==> src/rtl/snake_game_sequencer_if.sv <==
`default_nettype none
// ============================================================================
// Module   : snake_game_sequencer_if
// Brief    : Signal bundle between the snake game sequencer and its
//            neighbours (button logic, snake datapath, colour mux, display).
// Revision : 1.0 - initial release
// ============================================================================
interface snake_game_sequencer_if;
    logic       BTN_START;
    logic       REACHED_TARGET;
    logic [1:0] MASTER_STATE;
    logic       GAME_TICK;
    logic [3:0] SCORE;
    logic       NEW_APPLE;
    logic       WIN_FLASH;

    // Sequencer side: consumes button/hit levels, produces game status.
    modport master (
        input  BTN_START,
        input  REACHED_TARGET,
        output MASTER_STATE,
        output GAME_TICK,
        output SCORE,
        output NEW_APPLE,
        output WIN_FLASH
    );

    // Surrounding logic side.
    modport slave (
        output BTN_START,
        output REACHED_TARGET,
        input  MASTER_STATE,
        input  GAME_TICK,
        input  SCORE,
        input  NEW_APPLE,
        input  WIN_FLASH
    );
endinterface
`default_nettype wire

==> src/rtl/snake_game_sequencer.sv <==
`default_nettype none
// ============================================================================
// Module   : snake_game_sequencer
// Brief    : Master game controller for the snake datapath. Runs the
//            IDLE/PLAY/WIN state machine, generates the game-tick strobe,
//            counts the score, requests new apples and drives the win flash.
//            Optional macro SNAKE_SPEEDUP_EN shortens the tick period as the
//            score rises, clamped at MIN_TICK.
// Revision : 1.0 - initial release
// ============================================================================
module snake_game_sequencer #(
    parameter int unsigned TICK_DIV     = 10000000,
    parameter int unsigned TARGET_SCORE = 10,
    parameter int unsigned SPEED_STEP   = 500000,
    parameter int unsigned MIN_TICK     = 2000000
) (
    input wire                     CLK,
    input wire                     RESET,
    snake_game_sequencer_if.master bus
);

`ifdef SNAKE_SPEEDUP_EN
    localparam bit c_SPEEDUP_EN = 1'b1;
`else
    localparam bit c_SPEEDUP_EN = 1'b0;
`endif

    localparam logic [3:0]  c_TARGET     = 4'(TARGET_SCORE);
    localparam logic [39:0] c_TICK_DIV   = 40'(TICK_DIV);
    localparam logic [39:0] c_SPEED_STEP = 40'(SPEED_STEP);
    localparam logic [39:0] c_MIN_TICK   = 40'(MIN_TICK);
    localparam logic [39:0] c_PERIOD_MAX = 40'h00_00FF_FFFF;

    typedef enum logic [1:0] {
        ST_IDLE = 2'd0,
        ST_PLAY = 2'd1,
        ST_WIN  = 2'd2
    } state_t;

    state_t      r_state;
    logic [3:0]  r_score;
    logic        r_gameTick;
    logic        r_newApple;
    logic        r_winFlash;
    logic        r_btnStartQ;
    logic        r_reachedQ;
    logic [23:0] r_tickCnt;
    logic [23:0] r_period;

    logic        w_startEdge;
    logic        w_hitEdge;
    logic        w_wrap;
    logic [39:0] w_reduction;
    logic [39:0] w_reduced;
    logic [39:0] w_clamped;
    logic [23:0] w_nextPeriod;

    assign w_startEdge = bus.BTN_START & ~r_btnStartQ;
    assign w_hitEdge   = bus.REACHED_TARGET & ~r_reachedQ;
    assign w_wrap      = (r_tickCnt == (r_period - 24'd1));

    // Next tick period from the current score; wide arithmetic so the
    // subtraction saturates at zero before the MIN_TICK floor is applied.
    always_comb begin
        w_reduction  = c_SPEEDUP_EN ? (40'(r_score) * c_SPEED_STEP) : 40'd0;
        w_reduced    = (w_reduction >= c_TICK_DIV) ? 40'd0 : (c_TICK_DIV - w_reduction);
        w_clamped    = (c_SPEEDUP_EN && (w_reduced < c_MIN_TICK)) ? c_MIN_TICK : w_reduced;
        w_nextPeriod = (w_clamped > c_PERIOD_MAX) ? 24'hFF_FFFF : w_clamped[23:0];
    end

    // Game state machine with tick counter, score and registered strobes.
    always_ff @(posedge CLK or negedge RESET) begin
        if (!RESET) begin
            r_state     <= ST_IDLE;
            r_score     <= 4'd0;
            r_gameTick  <= 1'b0;
            r_newApple  <= 1'b0;
            r_winFlash  <= 1'b0;
            r_btnStartQ <= 1'b0;
            r_reachedQ  <= 1'b0;
            r_tickCnt   <= 24'd0;
            r_period    <= 24'd0;
        end else begin
            r_btnStartQ <= bus.BTN_START;
            r_reachedQ  <= bus.REACHED_TARGET;
            r_gameTick  <= 1'b0;
            r_newApple  <= 1'b0;

            case (r_state)
                ST_IDLE: begin
                    r_score    <= 4'd0;
                    r_tickCnt  <= 24'd0;
                    r_winFlash <= 1'b0;
                    if (w_startEdge) begin
                        r_state    <= ST_PLAY;
                        r_newApple <= 1'b1;
                        r_period   <= w_nextPeriod;
                    end
                end

                ST_PLAY: begin
                    // Period is re-latched only at the wrap so a running tick
                    // is never shortened by a score change.
                    if (w_wrap) begin
                        r_tickCnt  <= 24'd0;
                        r_period   <= w_nextPeriod;
                        r_gameTick <= 1'b1;
                    end else begin
                        r_tickCnt  <= r_tickCnt + 24'd1;
                    end
                    if (w_hitEdge) begin
                        r_score <= r_score + 4'd1;
                        if ((r_score + 4'd1) == c_TARGET) begin
                            r_state <= ST_WIN;
                        end else begin
                            r_newApple <= 1'b1;
                        end
                    end
                end

                ST_WIN: begin
                    if (w_startEdge) begin
                        r_state    <= ST_IDLE;
                        r_score    <= 4'd0;
                        r_tickCnt  <= 24'd0;
                        r_winFlash <= 1'b0;
                    end else if (w_wrap) begin
                        r_tickCnt  <= 24'd0;
                        r_period   <= w_nextPeriod;
                        r_winFlash <= ~r_winFlash;
                    end else begin
                        r_tickCnt  <= r_tickCnt + 24'd1;
                    end
                end

                default: begin
                    r_state    <= ST_IDLE;
                    r_score    <= 4'd0;
                    r_tickCnt  <= 24'd0;
                    r_winFlash <= 1'b0;
                end
            endcase
        end
    end

    assign bus.MASTER_STATE = r_state;
    assign bus.GAME_TICK    = r_gameTick;
    assign bus.SCORE        = r_score;
    assign bus.NEW_APPLE    = r_newApple;
    assign bus.WIN_FLASH    = r_winFlash;

endmodule
`default_nettype wire

==> src/flat_wrapper.sv <==
// flat-port wrapper written by rule: the top's interface ports become plain ports
module snake_game_sequencer_flat 
#(
    parameter int unsigned TICK_DIV     = 10000000,
    parameter int unsigned TARGET_SCORE = 10,
    parameter int unsigned SPEED_STEP   = 500000,
    parameter int unsigned MIN_TICK     = 2000000
)
  (CLK, RESET, bus_BTN_START, bus_REACHED_TARGET, bus_MASTER_STATE, bus_GAME_TICK, bus_SCORE, bus_NEW_APPLE, bus_WIN_FLASH);
  snake_game_sequencer_if bus_i ();
  input wire CLK;
  input wire RESET;
  input wire logic [$bits(bus_i.BTN_START)-1:0] bus_BTN_START;
  input wire logic [$bits(bus_i.REACHED_TARGET)-1:0] bus_REACHED_TARGET;
  output wire logic [$bits(bus_i.MASTER_STATE)-1:0] bus_MASTER_STATE;
  output wire logic [$bits(bus_i.GAME_TICK)-1:0] bus_GAME_TICK;
  output wire logic [$bits(bus_i.SCORE)-1:0] bus_SCORE;
  output wire logic [$bits(bus_i.NEW_APPLE)-1:0] bus_NEW_APPLE;
  output wire logic [$bits(bus_i.WIN_FLASH)-1:0] bus_WIN_FLASH;
  assign bus_i.BTN_START = bus_BTN_START;
  assign bus_i.REACHED_TARGET = bus_REACHED_TARGET;
  assign bus_MASTER_STATE = bus_i.MASTER_STATE;
  assign bus_GAME_TICK = bus_i.GAME_TICK;
  assign bus_SCORE = bus_i.SCORE;
  assign bus_NEW_APPLE = bus_i.NEW_APPLE;
  assign bus_WIN_FLASH = bus_i.WIN_FLASH;
  snake_game_sequencer #(.TICK_DIV(TICK_DIV), .TARGET_SCORE(TARGET_SCORE), .SPEED_STEP(SPEED_STEP), .MIN_TICK(MIN_TICK)) u_core (.CLK(CLK), .RESET(RESET), .bus(bus_i));
endmodule
==> config.mk <==
export PLATFORM = sky130hd
export DESIGN_NAME = snake_game_sequencer_flat
export DESIGN_NICKNAME = d
export VERILOG_FILES = /design/src/rtl/snake_game_sequencer_if.sv /design/src/rtl/snake_game_sequencer.sv /design/src/flat_wrapper.sv
export SDC_FILE = /design/constraint.sdc
export NUM_CORES = 1
export LEC_CHECK = 0
export BUFFER_PORTS_ARGS = -buffer_cell sky130_fd_sc_hd__buf_2
export CAP_MARGIN = 20
export CORE_MARGIN = 1.5
export CORE_UTILIZATION = 50
export CTS_BUF_LIST = sky130_fd_sc_hd__clkbuf_8
export DETAILED_ROUTE_END_ITERATION = 8
export PLACE_DENSITY = 0.79
export SLEW_MARGIN = 40
export SYNTH_ARGS = -nofsm -noshare
export SYNTH_HDL_FRONTEND = slang
export SYNTH_SLANG_ARGS = --single-unit
==> constraint.sdc <==
create_clock -name CLK -period 3.2 [get_ports CLK]
set_input_delay 0.32 -clock CLK [delete_from_list [all_inputs] [get_ports CLK]]
set_output_delay 0.32 -clock CLK [all_outputs]
set_load 0.03 [all_outputs]
## Word level (Yosys, flattened, before mapping)

Index checks and enable logic that the tools add are counted.

- $add $sub $neg: 3
- $mul: 0
- Divide/modulo/power cells: 0
- Magnitude comparators: 0
- Equality and inequality tests: 10
- Shifts and indexed selects: 0
- Muxes and demuxes: 24
- Bitwise gates (word level): 6
- Reductions and logical operators: 6

Operator list:

| kind | number |
|---|---|
| $mux W24 | 5 |
| $pmux W24 S3 | 1 |
| $pmux W24 S2 | 1 |
| $add A24 B1 Y24 const B | 1 |
| $eq A24 B24 Y1 | 1 |
| $sub A24 B1 Y24 const B | 1 |
| $mux W2 | 4 |
| $mux W4 | 2 |
| $ne A2 B1 Y1 const B | 4 |
| $pmux W4 S2 | 1 |
| $mux W1 | 7 |
| $pmux W2 S3 | 1 |
| $add A4 B1 Y4 const B | 1 |
| $eq A4 B4 Y1 const B | 1 |
| $not A1 Y1 | 4 |
| $pmux W1 S2 | 2 |
| $reduce_and A2 Y1 | 2 |
| $reduce_and A4 Y1 | 1 |
| $ne A3 B1 Y1 const B | 1 |
| $reduce_and A3 Y1 | 1 |
| $reduce_bool A3 Y1 | 1 |
| $and A1 B1 Y1 | 2 |
| $eq A2 B1 Y1 const B | 1 |
| $eq A2 B2 Y1 const B | 1 |
| 2 further kinds | 2 |

- Register bits after elaboration: 59
- Latch bits: 0
- Bits in writable memories: 0
- Memory bits (read-only): 0
- Input bits: 4
- Memories: 0

## Logic depth before layout (Yosys ltp)

- Depth after elaboration: 5
- Depth in mapped cells: 9

## Least setup slack after synthesis

No wires, ideal clock.

- Path type: reg-to-reg
- Start point: register u_core.r_tickCnt[18]
- End point: register u_core.r_tickCnt[7]
- Library setup time: 119 ps
- Arrival: 1815 ps
- Path slack: 1266 ps
- Stages on the path, launching flop included: 8
- Clock period less this slack: 1934 ps
- Path through: dfrtp_1 -> or4_1 -> o41ai_1 -> and4b_1 -> or2_1 -> buf_6 -> buf_8 -> nor2_1

- Word-level cells in the longest chain between the ends: 4

RTL lines:

| item | line | RTL |
|---|---|---|
| start, declared | snake_game_sequencer.sv:47 | `logic [23:0] r_tickCnt;` |
| start signal, assigned | snake_game_sequencer.sv:109 | `r_tickCnt <= r_tickCnt + 24'd1;` |
| start signal, assigned | snake_game_sequencer.sv:132 | `r_tickCnt <= r_tickCnt + 24'd1;` |
| $eq A24 B24 Y1 * | snake_game_sequencer.sv:60 | `assign w_wrap = (r_tickCnt == (r_period - 24'd1));` |
| $mux W24 * | snake_game_sequencer.sv:104, snake_game_sequencer.sv:127 |  |
| $mux W24 | snake_game_sequencer.sv:122 | `if (w_startEdge) begin` |
| $pmux W24 S2 * | snake_game_sequencer.sv:89 | `case (r_state)` |

Every way passes the cells marked *; elsewhere a longest branch is shown, timed or not.
A chain may end at the register's enable or synchronous reset.

## Worst setup path in the final report

- Start point: register u_core.r_tickCnt[0]
- End point: register u_core.r_tickCnt[11]

- Word-level cells in the longest chain between the ends: 4
- Elaborated cells on any way between the ends: 5
- Classes of those cells: 1 x add/sub; 1 x eq/ne; 3 x mux

RTL lines:

| item | line |
|---|---|
| $add A24 B1 Y24 or $eq A24 B24 Y1 (tied branches) | snake_game_sequencer.sv:109, snake_game_sequencer.sv:132, snake_game_sequencer.sv:60 |
| $mux W24 * | snake_game_sequencer.sv:104, snake_game_sequencer.sv:127 |
| $mux W24 | snake_game_sequencer.sv:122 |
| $pmux W24 S2 * | snake_game_sequencer.sv:89 |

Marks and branches as above.

==> impl_results.md <==
* Fraction of registers with async set/reset at between 90% and 100%
* Buffers added on ports at 12
* Final period util at between 60% and 70%
* Filler cell count at 329
* PD cells at around 570 nW/um^2
* Post-CTS Hold Buffers at 0
* Critical path peak fanout at 24
* Max Cap Viol at 0
* Worst-case clock buffer depth at 2
* Number of nets with antenna violations after routing at 0
* Register area at between 900 and 1000 sq um
* Initial DRC Count at 87
* Crit path buf inv count at 1
* Initial antenna violation count at 0
* Area delta synth->final at 9.75%
* IO Count at 13
* Largest net degree at the start of global routing at 37
* Simple-gate share of the synthesized area at between 20% and 30%
* Failing checks: negative hold slack
* VDD IR-drop max at 0.351 mV
* Syn_area_per_cell at roughly 10 sq um
* Synth Net Count at between 200 and 250
* TritonCTS clock tree: built
* Worst path max stage delay at about 0.43 ns
* Setup repair after global routing missed its margin: false
* Post-Synth XOR/XNOR Area at between 10 and 15%
* Final Skew at around 0.0070 ns
* Wire per inst at between 10 and 15 um
* Run status: complete, but fails checks
* Post-CTS sizing at 0
* DR vias at about 1400
* Starting Density at 51.6%
* Yosys reg bits at 36
* Syn Inst Count at 190
* Global Route Usage Sum at around 18%
* Die width at roughly 64 um
* Die H at ~64 um
* Core Util, Final at a little under three fifths
* Drt pass-1 iters at 4
* Max_slew headroom at 62.1%
* Worst Path Required at between 3 and 4 ns
* Post-CTS setup buffers at 0
* Leak at slightly above 0.9 nW
* Area after DPL at approximately 2000 sq um
* Final Max Tran Viols at 0
* Post-Synth Adder-Cell Area at about 4.7%
* Clk_lat worst skew at between 0.2 and 0.3 ns
* HP Class: in2async
* Main combinational cell family by area after synthesis: simple AND/OR/NAND/NOR gates
* Routed wire length at 3.25 mm
* WHS at -0.0205 ns
* Worst-path cell chain: ha_1 -> nand4_1 -> nor4_1 -> and4b_1 -> or2_1 -> buf_4 -> nor2_1
* Crit start category: flip-flop
* Slew @ Worst Pin at around 0.56 ns
* Multi-input logic area at slightly above 900 sq um
* GPL Wtd Cong at approximately 0.8
* Core Footprint at about 3600 sq um
* Maximum clock frequency at 0.461 GHz
* H-Tree Depth at 2
* Grt total ovfl at 0
* Pre-CTS setup slack at around 1.1 ns
* Post-Syn Area at approximately 1900 sq um
* Ratio of cells with drive above 1 in the final layout at ~15%
* Endpoint type of the worst setup path: flip-flop
* Synth Area in Compound Gates at under 10%
* Synth warn at 0
* Setup violators final at 0
* EDFF count, synth at 0
* Minimum clock period at approximately 2.2 ns
* # DRC at 0
* Final net count at about 220
* Reg clk slew, reported paths at 0.07 ns
* HPWL after DPL at 2.28 mm
* Post-synthesis mux area share at less than 1%
* Vias in the first global route at 1302
* First-pass GRT wire length at about 5.8 mm
* Die ar. at between 4000 and 5000 sq um
* Setup TNS at 0 ns
* Yosys cell types at 40
* Final Worst Setup Slack at slightly above 1 ns
* CP max stage cell: nor4_1
* Clock sinks at 36
* Antenna Cells at 0
* Register area share after synthesis at just under 50%
* Final hold viol count at 36
* CTS buffer count at 5
* Critical Path AT at 2.33 ns
* Kind of critical path: reg2reg
* Register bank with the most flops: u_core.r_tickCnt
* Clock Tree Root: clkbuf_8
* Largest register FFs at 24
* Delay-heaviest family, CP: simple AND/OR/NAND/NOR gates
* Final Cell Area at 2060 sq um
* Prevailing post-synth register cell: dfrtp_1
* Post-DR vias/cell at 5.38
* FP Rows at 22
[synth_stat cells, types with 2 or more instances]
cell type	n	share of area (%)
dfrtp_1	36	48
nor2_1	27	5.4
xor2_1	19	8.9
nand2_1	17	3.4
nand3_1	12	3.2
nand4_1	11	3.7
o21ai_0	10	2.7
inv_1	8	1.6
ha_1	7	4.7
xnor2_1	5	2.3
nor2_2	4	1.3
nor3_1	3	0.80
a21oi_1	2	0.53
and3_1	2	0.67
buf_6	2	1.2
[routing by layer]
layer	GRT usage [%]	up-vias	share of wire, %
met3	3.87	10	3.0
met1	24.8	651	49
met5	0	-	0
li1	-	693	-
met4	9.31	0	2.7
met2	27.2	24	45
[path summary, 6_finish.rpt]
kind,from,end,slack (ns),cells past startpoint
min,RESET,u_core.r_tickCnt[18],-0.02,1
max reg2reg,u_core.r_tickCnt[0],u_core.r_tickCnt[11],1.03,7
min in group CLK,bus_REACHED_TARGET,u_core.r_reachedQ,0.17,1
min reg2reg,u_core.r_tickCnt[0],u_core.r_tickCnt[0],0.50,1
max,u_core.r_tickCnt[0],u_core.r_tickCnt[11],1.03,7
max in group asynchronous,RESET,u_core.r_tickCnt[5],2.91,1
[metrics by stage]
step / total power, W / instances
2_1_floorplan: 0.000821 / 190
3_3_place_gp: 0.000849 / 248
3_5_place_dp: 0.000853 / 248
4_1_cts: 0.00117 / 256
5_1_grt: 0.00125 / 256
6_report: 0.00116 / 256
[layout by cell type, fill, tap and decap left out, types with 2 or more instances in the layout]
cell / count
buf_2: 11
buf_4: 2
dfrtp_1: 36
xor2_1: 19
nand4_1: 11
nor2_1: 27
inv_1: 10
xnor2_1: 5
nand2_1: 17
nor2_2: 4
o21ai_0: 10
nand3_1: 12
a21oi_1: 2
ha_1: 7
nor3_1: 3
and3_1: 2
clkbuf_8: 6
[cells by family after synthesis]
kind of cell,Yosys count
flops,36
fa+ha+maj,7
buf+inv,11
compound gates,20
simple gates,91
xor+xnor,24
mux,1
[area by class of cell]
cell class / instances / area share (%)
Multi-Input combinational cell: 143 / 44.0
Sequential cell: 36 / 43.8
Clock buffer: 6 / 4.01
Timing Repair Buffer: 13 / 3.41
Tap cell: 48 / 2.92
Inverter: 8 / 1.46
Clock inverter: 2 / 0.365
[report_power, final]
| part | switching, W | internal [W] | total [W] |
|---|---|---|---|
| clock | 0.000149 | 0.000169 | 0.000318 |
| combinational | 0.000225 | 0.0000996 | 0.000325 |
| sequential | 0.0000347 | 0.000486 | 0.000520 |
Power figures use the tool's default switching activity.
